===== src/rtl/conv_viterbi_codec.sv =====
// conv_viterbi_codec: rate-1/2 K=3 (7,5) convolutional encoder and
// hard-decision 4-state register-exchange Viterbi decoder.
module conv_viterbi_codec #(
   parameter int TB_DEPTH = 16,
   parameter int PM_W     = 8
) (
   input  logic       clk,
   input  logic       rst,
   input  logic       enc_enable_i,
   input  logic       enc_d_i,
   output logic       enc_valid_o,
   output logic [1:0] enc_d_o,
   input  logic       dec_enable_i,
   input  logic [1:0] dec_d_i,
   output logic       dec_valid_o,
   output logic       dec_d_o
);
   localparam int CNT_W = $clog2(TB_DEPTH + 1);
   localparam logic [PM_W:0] PM_MAX = {1'b0, {PM_W{1'b1}}};
   localparam logic [CNT_W-1:0] FULL = CNT_W'(TB_DEPTH);

   logic [1:0]          s_q;
   logic [PM_W-1:0]     pm_q [4];
   logic [PM_W-1:0]     pm_d [4];
   logic [TB_DEPTH-1:0] surv_q [4];
   logic [TB_DEPTH-1:0] surv_d [4];
   logic [PM_W:0]       acc [4];
   logic [PM_W:0]       acc_min, c0, c1, d;
   logic [TB_DEPTH-1:0] sp;
   logic [1:0]          p0, p1, best;
   logic                u;
   logic [CNT_W-1:0]    cnt_q;

   function automatic logic [1:0] hd(input logic [1:0] x);
      return {x[1] & x[0], x[1] ^ x[0]};
   endfunction

   function automatic logic [1:0] branch_sym(input logic [1:0] p, input logic u_i);
      return {u_i ^ p[0] ^ p[1], u_i ^ p[1]};
   endfunction

   always_ff @(posedge clk) begin
      if (rst) begin
         s_q         <= '0;
         enc_d_o     <= '0;
         enc_valid_o <= 1'b0;
      end else begin
         enc_valid_o <= enc_enable_i;
         if (enc_enable_i) begin
            enc_d_o <= {enc_d_i ^ s_q[0] ^ s_q[1], enc_d_i ^ s_q[1]};
            s_q     <= {s_q[0], enc_d_i};
         end
      end
   end

   // Next state n={b,u} is reached from predecessors {0,b} and {1,b}; ties go to {0,b}.
   always_comb begin
      p0      = '0;
      p1      = '0;
      u       = 1'b0;
      c0      = '0;
      c1      = '0;
      d       = '0;
      sp      = '0;
      best    = '0;
      acc_min = '1;
      acc     = '{default: '0};
      surv_d  = '{default: '0};
      pm_d    = '{default: '0};
      for (int n = 0; n < 4; n++) begin
         p0 = 2'(n >> 1);
         p1 = p0 | 2'b10;
         u  = 1'(n);
         c0 = {1'b0, pm_q[p0]} + {{(PM_W-1){1'b0}}, hd(dec_d_i ^ branch_sym(p0, u))};
         c1 = {1'b0, pm_q[p1]} + {{(PM_W-1){1'b0}}, hd(dec_d_i ^ branch_sym(p1, u))};
         acc[n]    = (c1 < c0) ? c1 : c0;
         sp        = (c1 < c0) ? surv_q[p1] : surv_q[p0];
         surv_d[n] = {sp[TB_DEPTH-2:0], u};
         if (acc[n] < acc_min) begin
            acc_min = acc[n];
            best    = 2'(n);
         end
      end
      for (int n = 0; n < 4; n++) begin
         d       = acc[n] - acc_min;
         pm_d[n] = (d > PM_MAX) ? '1 : d[PM_W-1:0];
      end
   end

   // Non-zero states start biased so decoding assumes the encoder began in state 0.
   always_ff @(posedge clk) begin
      if (rst) begin
         for (int n = 0; n < 4; n++) begin
            pm_q[n]   <= (n == 0) ? '0 : PM_W'(4);
            surv_q[n] <= '0;
         end
         cnt_q       <= '0;
         dec_d_o     <= 1'b0;
         dec_valid_o <= 1'b0;
      end else begin
         dec_valid_o <= dec_enable_i && (cnt_q >= FULL - CNT_W'(1));
         if (dec_enable_i) begin
            pm_q    <= pm_d;
            surv_q  <= surv_d;
            cnt_q   <= (cnt_q == FULL) ? cnt_q : cnt_q + CNT_W'(1);
            dec_d_o <= surv_d[best][TB_DEPTH-1];
         end
      end
   end
endmodule


===== config.mk =====
export PLATFORM = sky130hd
export DESIGN_NAME = conv_viterbi_codec
export DESIGN_NICKNAME = d
export VERILOG_FILES = /design/src/rtl/conv_viterbi_codec.sv
export SDC_FILE = /design/constraint.sdc
export NUM_CORES = 1
export LEC_CHECK = 0
export ABC_CLOCK_PERIOD_IN_PS = 21800
export CORE_UTILIZATION = 60
export DETAILED_ROUTE_END_ITERATION = 8
export GPL_TIMING_DRIVEN = 0
export PLACE_DENSITY_LB_ADDON = 0.25
export SETUP_SLACK_MARGIN = 0.5
export SYNTH_ARGS = -nofsm -noshare
export SYNTH_HDL_FRONTEND = slang
export SYNTH_SLANG_ARGS = --single-unit
export TNS_END_PERCENT = 1

===== constraint.sdc =====
create_clock -name clk -period 21.8 [get_ports clk]
set_input_delay 5.45 -clock clk [delete_from_list [all_inputs] [get_ports clk]]
set_output_delay 5.45 -clock clk [all_outputs]
set_load 0.1 [all_outputs]

## Yosys cells after proc, flatten, opt, wreduce, memory -nomap -nowiden

Index checks and enable logic that the tools add are counted.

| word-level totals | value |
|---|---|
| output and inout bits | 5 |
| register bits after elaboration | 102 |
| word-level logic and storage cells | 82 |

| operators by class | value |
|---|---|
| multiplexer cells | 22 |
| add/subtract/negate cells | 13 |
| bitwise gates (word level) | 16 |
| magnitude comparators | 14 |
| reductions and logical operators | 2 |
| equal/unequal tests | 1 |

Operators with widths:

| kind | count |
|---|---|
| 8-bit by 2-bit adder with 9-bit output | 8 |
| 9-bit 2-to-1 mux | 8 |
| 9-bit less-than comparator | 7 |
| 15-bit 2-to-1 mux | 4 |
| 9-bit by 8-bit > comparator with 1-bit output (second input constant) | 4 |
| 9-bit subtractor | 4 |
| 16-bit binary-select mux with 2-bit select | 1 |
| 16-bit 2-to-1 mux | 2 |
| 8-bit 2-to-1 mux | 4 |
| 9-bit less-than comparator (second input constant) | 1 |
| 1-bit XOR | 7 |
| 5-bit by 1-bit adder with 5-bit output (second input constant) | 1 |
| 5-bit == test (second input constant) | 1 |
| 5-bit by 4-bit greater-or-equal comparator with 1-bit output (second input constant) | 1 |
| 1-bit AND | 4 |
| 2-bit 2-to-1 mux | 2 |
| 3-bit greater-or-equal comparator (second input constant) | 1 |
| 1-bit NOT | 3 |
| 2-bit NOT with 3-bit output | 1 |
| 2-bit NOT | 1 |
| 2-bit AND reduction | 1 |
| 1-bit logical AND | 1 |
| 1-bit 2-to-1 mux | 1 |

## Longest topological paths before layout

| depth | value |
|---|---|
| word-level depth | 17 |
| mapped depth | 57 |
| gate-level depth less buffers | 54 |

## Worst setup path before layout

No wires, ideal clock.

| path | value |
|---|---|
| path type | input to register |
| from | in dec_d_i[0] |
| to | reg pm_q[0] (netlist bit) |
| data arrival time | 15.828 ns |
| slack | 5.881 ns |
| path buffers | 5 |
| cell stages on the path | 51 |
| library setup time | 0.091 ns |
| cells stage by stage | inv_1 > ha_1 > ha_1 > ha_1 > a21oi_1 > nor2_1 > xor2_1 > ha_1 > nand4_1 > nor2_1 > a21oi_2 > nand2_2 > buf_1 > clkbuf_1 > mux2i_1 > ha_1 > inv_1 > a221oi_1 > [... 15 more ...] > a21oi_1 > and2_1 > a41oi_1 > a21oi_2 > clkbuf_1 > clkbuf_1 > nand2_1 > o21ai_0 > ha_1 > inv_1 > ha_1 > a31oi_1 > a21oi_1 > o211ai_1 > o221ai_1 > a311oi_2 > o21ai_0 > a311oi_1 |

| between the ends | value |
|---|---|
| cells in the longest elaborated chain, start to end | 16 |
| elaborated cells on any way between the ends | 37 |
| those cells by class | add/sub: 9; order compare: 9; mux: 9; bitwise: 10 |

RTL lines:

| item | line | source |
|---|---|---|
| start, declared | 14 | `input logic [1:0] dec_d_i,` |
| 2-bit NOT (no source line) | - |  |
| 1-bit XOR or 1-bit AND (tied branches) | 35 | `return {x[1] & x[0], x[1] ^ x[0]};` |
| 8-bit by 2-bit adder with 9-bit output | 75 | `c1 = {1'b0, pm_q[p1]} + {{(PM_W-1){1'b0}}, hd(dec_d_i ^ branch_sym(p1, u))};` |
| 9-bit less-than comparator | 76 | `acc[n] = (c1 < c0) ? c1 : c0;` |
| 9-bit 2-to-1 mux | 76 |  |
| 9-bit less-than comparator | 79 | `if (acc[n] < acc_min) begin` |
| 9-bit 2-to-1 mux | 79 |  |
| 9-bit less-than comparator | 79 |  |
| 9-bit 2-to-1 mux | 79 |  |
| 9-bit less-than comparator | 79 |  |
| 9-bit 2-to-1 mux | 79 |  |
| 9-bit less-than comparator | 79 |  |
| 9-bit 2-to-1 mux | 79 |  |
| 9-bit subtractor (*) | 85 | `d = acc[n] - acc_min;` |
| 9-bit by 8-bit > comparator with 1-bit output | 86 | `pm_d[n] = (d > PM_MAX) ? '1 : d[PM_W-1:0];` |
| 8-bit 2-to-1 mux (*) | 86 |  |
| end signal, assigned by index | 94 | `pm_q[n] <= (n == 0) ? '0 : PM_W'(4);` |
| end signal, assigned | 103 | `pm_q <= pm_d;` |
| end, declared | 23 | `logic [PM_W-1:0] pm_q [4];` |

Mark *: on every way between the ends. The rest lies on a longest branch, timed or not.
A chain may end at the register's enable or synchronous reset.

## Worst setup path after layout

Ends and elaborated chain as after synthesis.

==> results.txt <==
Layout Area Growth over Synthesis: 6.70%
Mapped Nets: 1308
Core region area: 15200 µm²
Cell row count: 45
Deepest level of the CTS H-tree: 3
Setup violations, final: 0
Routed Wire Length: 27600 µm
Violation count after the first detailed-routing iteration: 736
Setup tns final: 0 ns
Async set-reset flop share out of synthesis: 0
Die Width: 127 µm
Global-route wire length before repair: 44100 µm
Initial antenna violation count: 0
Total of fill cells in the finished design: 1347
Top cells by count, synth: sky130_fd_sc_hd__nor2_1 (187), sky130_fd_sc_hd__dfxtp_1 (99), sky130_fd_sc_hd__ha_1 (95)
Dominant synthesized flop cell: sky130_fd_sc_hd__dfxtp_1
Required time reported for the critical path endpoint: 22.06 ns
Most frequently used cell type in the post-synthesis netlist: sky130_fd_sc_hd__nor2_1
Final Max Tran Viols: 0
Overflow left after global routing: 0
Critical-path cell with the highest stage delay: sky130_fd_sc_hd__clkbuf_1
Crit Path Class: in -> reg
Max Clock Freq: 51.6 MHz
Number of global-route vias before repair: 8369
Antenna diode count: 0
Sort of element at the start of the critical path: primary input
Register-to-register setup slack: 8.18 ns
Fraction of final layout cells sized beyond drive strength 1: 0.0530
Cell area after technology mapping: 9350 µm²
Ports placed on the boundary: 12
Transition time of the tightest slew-check pin: 0.966 ns
Starting density of the core: 0.615
Clock-pin slew on the worst setup and hold paths: 0.07 ns
Count of nets left with antenna violations after detail routing: 0
Max capacitance violation total: 0
First-pass iteration count of the detailed router: 8
Total number of yosys warnings: 0
Setup repair after global routing missed its margin: no
Worst setup slack before clock tree synthesis: 2.58 ns
Number of flip-flops and latches in the synthesized netlist: 99
Largest net degree at the start of global routing: 17
Total die area: 16100 µm²
Clk sinks: 99
Slew headroom: 0.354
Final worst path period need: 19.39 ns
Die Height: 127 µm
Maximum buffer depth of the clock tree: 2
Top cell type's share of synthesized area: 0.212
DP HPWL: 21700 µm
Most area-hungry cell type in the Yosys netlist: sky130_fd_sc_hd__dfxtp_1
Result of the run: completed
Leading cell types by total area after synthesis: sky130_fd_sc_hd__dfxtp_1 (21%), sky130_fd_sc_hd__ha_1 (13%), sky130_fd_sc_hd__nor2_1 (7.5%), sky130_fd_sc_hd__mux2i_1 (5.9%), sky130_fd_sc_hd__a211oi_1 (4.7%)
Resize count post-CTS: 0
Worst path buffer plus inverter count: 11
Fin Clk Skew: 0.00569 ns
Capturing element type of the critical path: flip-flop
Critical path's top delay family: compound AO/OA/AOI/OAI gates
Number of buffers inserted by post-CTS setup repair: 0
Routability congestion estimate from global placement: 0.992
Vias per inst: 6.44
Area of the multi-input gates: 6930 µm²
Mean instance size in the synthesized netlist: 7.79 µm²
Clock latency reported for the late side of the worst-skew pair: 0.35 ns
Post-CTS Hold Buffers: 0
FF/Latch Area: 1980 µm²
Final core area utilization: 0.656
Synth Instances: 1201
Slowest Stage Delay on Critical Path: 0.76 ns
Clock tree from TritonCTS: done
Most frequent CP cell: sky130_fd_sc_hd__ha_1
Register area share after synthesis: 0.212
Global-route usage over all layers: 0.349
Layout Nets: 1329
Worst path setup slack after routing: 2.41 ns
Total DRC errors in the routed layout: 0
Total number of vias: 9110
Arrival @ worst endpoint: 19.64 ns
Cell variety after synth: 87
Final period util: 0.889
IO buf count: 10
Highest net fanout along the worst path: 10
Post-DR wirelength/cell: 19.5 µm
Hold Path Class: reg -> reg
Post-synth EDFFs: 0
Final Hold Fails: 0
Buffer type at the clock tree root: sky130_fd_sc_hd__clkbuf_16
Number of buffers created by CTS: 9
[layout by cell type, fill, tap and decap left out, types with 8 or more instances in the layout]
cell | netlist | final
sky130_fd_sc_hd__nand4_1 | 12 | 12
sky130_fd_sc_hd__inv_1 | 48 | 48
sky130_fd_sc_hd__nor2_1 | 187 | 187
sky130_fd_sc_hd__nand2_1 | 91 | 91
sky130_fd_sc_hd__and2_1 | 11 | 11
sky130_fd_sc_hd__a311oi_1 | 27 | 27
sky130_fd_sc_hd__mux2i_1 | 55 | 55
sky130_fd_sc_hd__a211oi_1 | 59 | 59
sky130_fd_sc_hd__nor3_1 | 15 | 15
sky130_fd_sc_hd__nor4_1 | 9 | 9
sky130_fd_sc_hd__a21oi_1 | 81 | 81
sky130_fd_sc_hd__xnor2_1 | 42 | 42
sky130_fd_sc_hd__ha_1 | 95 | 95
sky130_fd_sc_hd__dfxtp_1 | 99 | 99
sky130_fd_sc_hd__clkdlybuf4s50_1 | 0 | 10
sky130_fd_sc_hd__clkbuf_1 | 54 | 54
sky130_fd_sc_hd__o21ai_0 | 32 | 32
sky130_fd_sc_hd__xor2_1 | 46 | 46
sky130_fd_sc_hd__a21o_1 | 26 | 26
sky130_fd_sc_hd__clkbuf_16 | 0 | 9
sky130_fd_sc_hd__o21ai_1 | 8 | 8
sky130_fd_sc_hd__nand3_1 | 29 | 29
[metrics by stage]
step | instance area, µm² | hold slack [ns] | std cells
final | 9980 | 0.475 | 1414
after global routing | 9980 | 0.484 | 1414
after CTS | 9980 | 0.471 | 1414
after detailed placement | 9690 | 0.454 | 1399
after global placement | 9690 | 0.451 | 1399
after floorplan | 9350 | 0.435 | 1201
[registers in the layout (all words and copies together), names as in the netlist]
signal       cells
cnt_q            5
dec_d_o          1
dec_valid_o      1
enc_d_o          2
enc_valid_o      1
pm_q            32
s_q              2
surv_q          55
[logic make-up after synthesis]
| logic type | after synthesis | synth area share |
|---|---|---|
| AOI/OAI and AO/OA | 328 | 0.251 |
| xor gates and xnor gates | 89 | 0.0842 |
| adders and majority gates | 103 | 0.141 |
| buffers and inverters | 115 | 0.0470 |
| DFF | 99 | 0.212 |
| muxes | 64 | 0.0729 |
| and+or+nand+nor | 403 | 0.192 |
[path summary, 6_finish.rpt]
path,startpoint,cells past startpoint,to
worst max register to register,pm_q[9],52,pm_q[0]
worst max-delay path,dec_d_i[0],54,pm_q[0]
worst min register to register,surv_q[0],2,surv_q[0]
worst min-delay path,surv_q[0],2,surv_q[0]
[final cells by class]
type	count	area share
multi-input combinational	987	0.695
sequential	99	0.199
buffer	65	0.0252
tap	188	0.0236
clock buffer	9	0.0226
inverter	50	0.0188
timing repair buffer	10	0.0100
clock inverter	6	0.00665
[worst register-to-register path: cells and delay by family, from the launching register on]
kind	cells	cell delay [ns]
xor gates and xnor gates	2	0.36
muxes	1	0.33
buffers and inverters	10	2.82
and+or+nand+nor	13	2.49
AOI/OAI and AO/OA	19	5.31
adders and majority gates	7	1.92
DFF	1	0.30
[metal layers]
| layer | GRT usage | vias up | share of wire |
|---|---|---|---|
| met5 | 0 | - | 0 |
| met4 | 0.135 | 0 | 0.035 |
| met3 | 0.0527 | 71 | 0.078 |
| met2 | 0.551 | 371 | 0.44 |
| met1 | 0.477 | 4247 | 0.45 |
| li1 | - | 4421 | - |
Power is not shown: default switching activity piles up to over one toggle a cycle in this logic, so the estimate is an artifact.
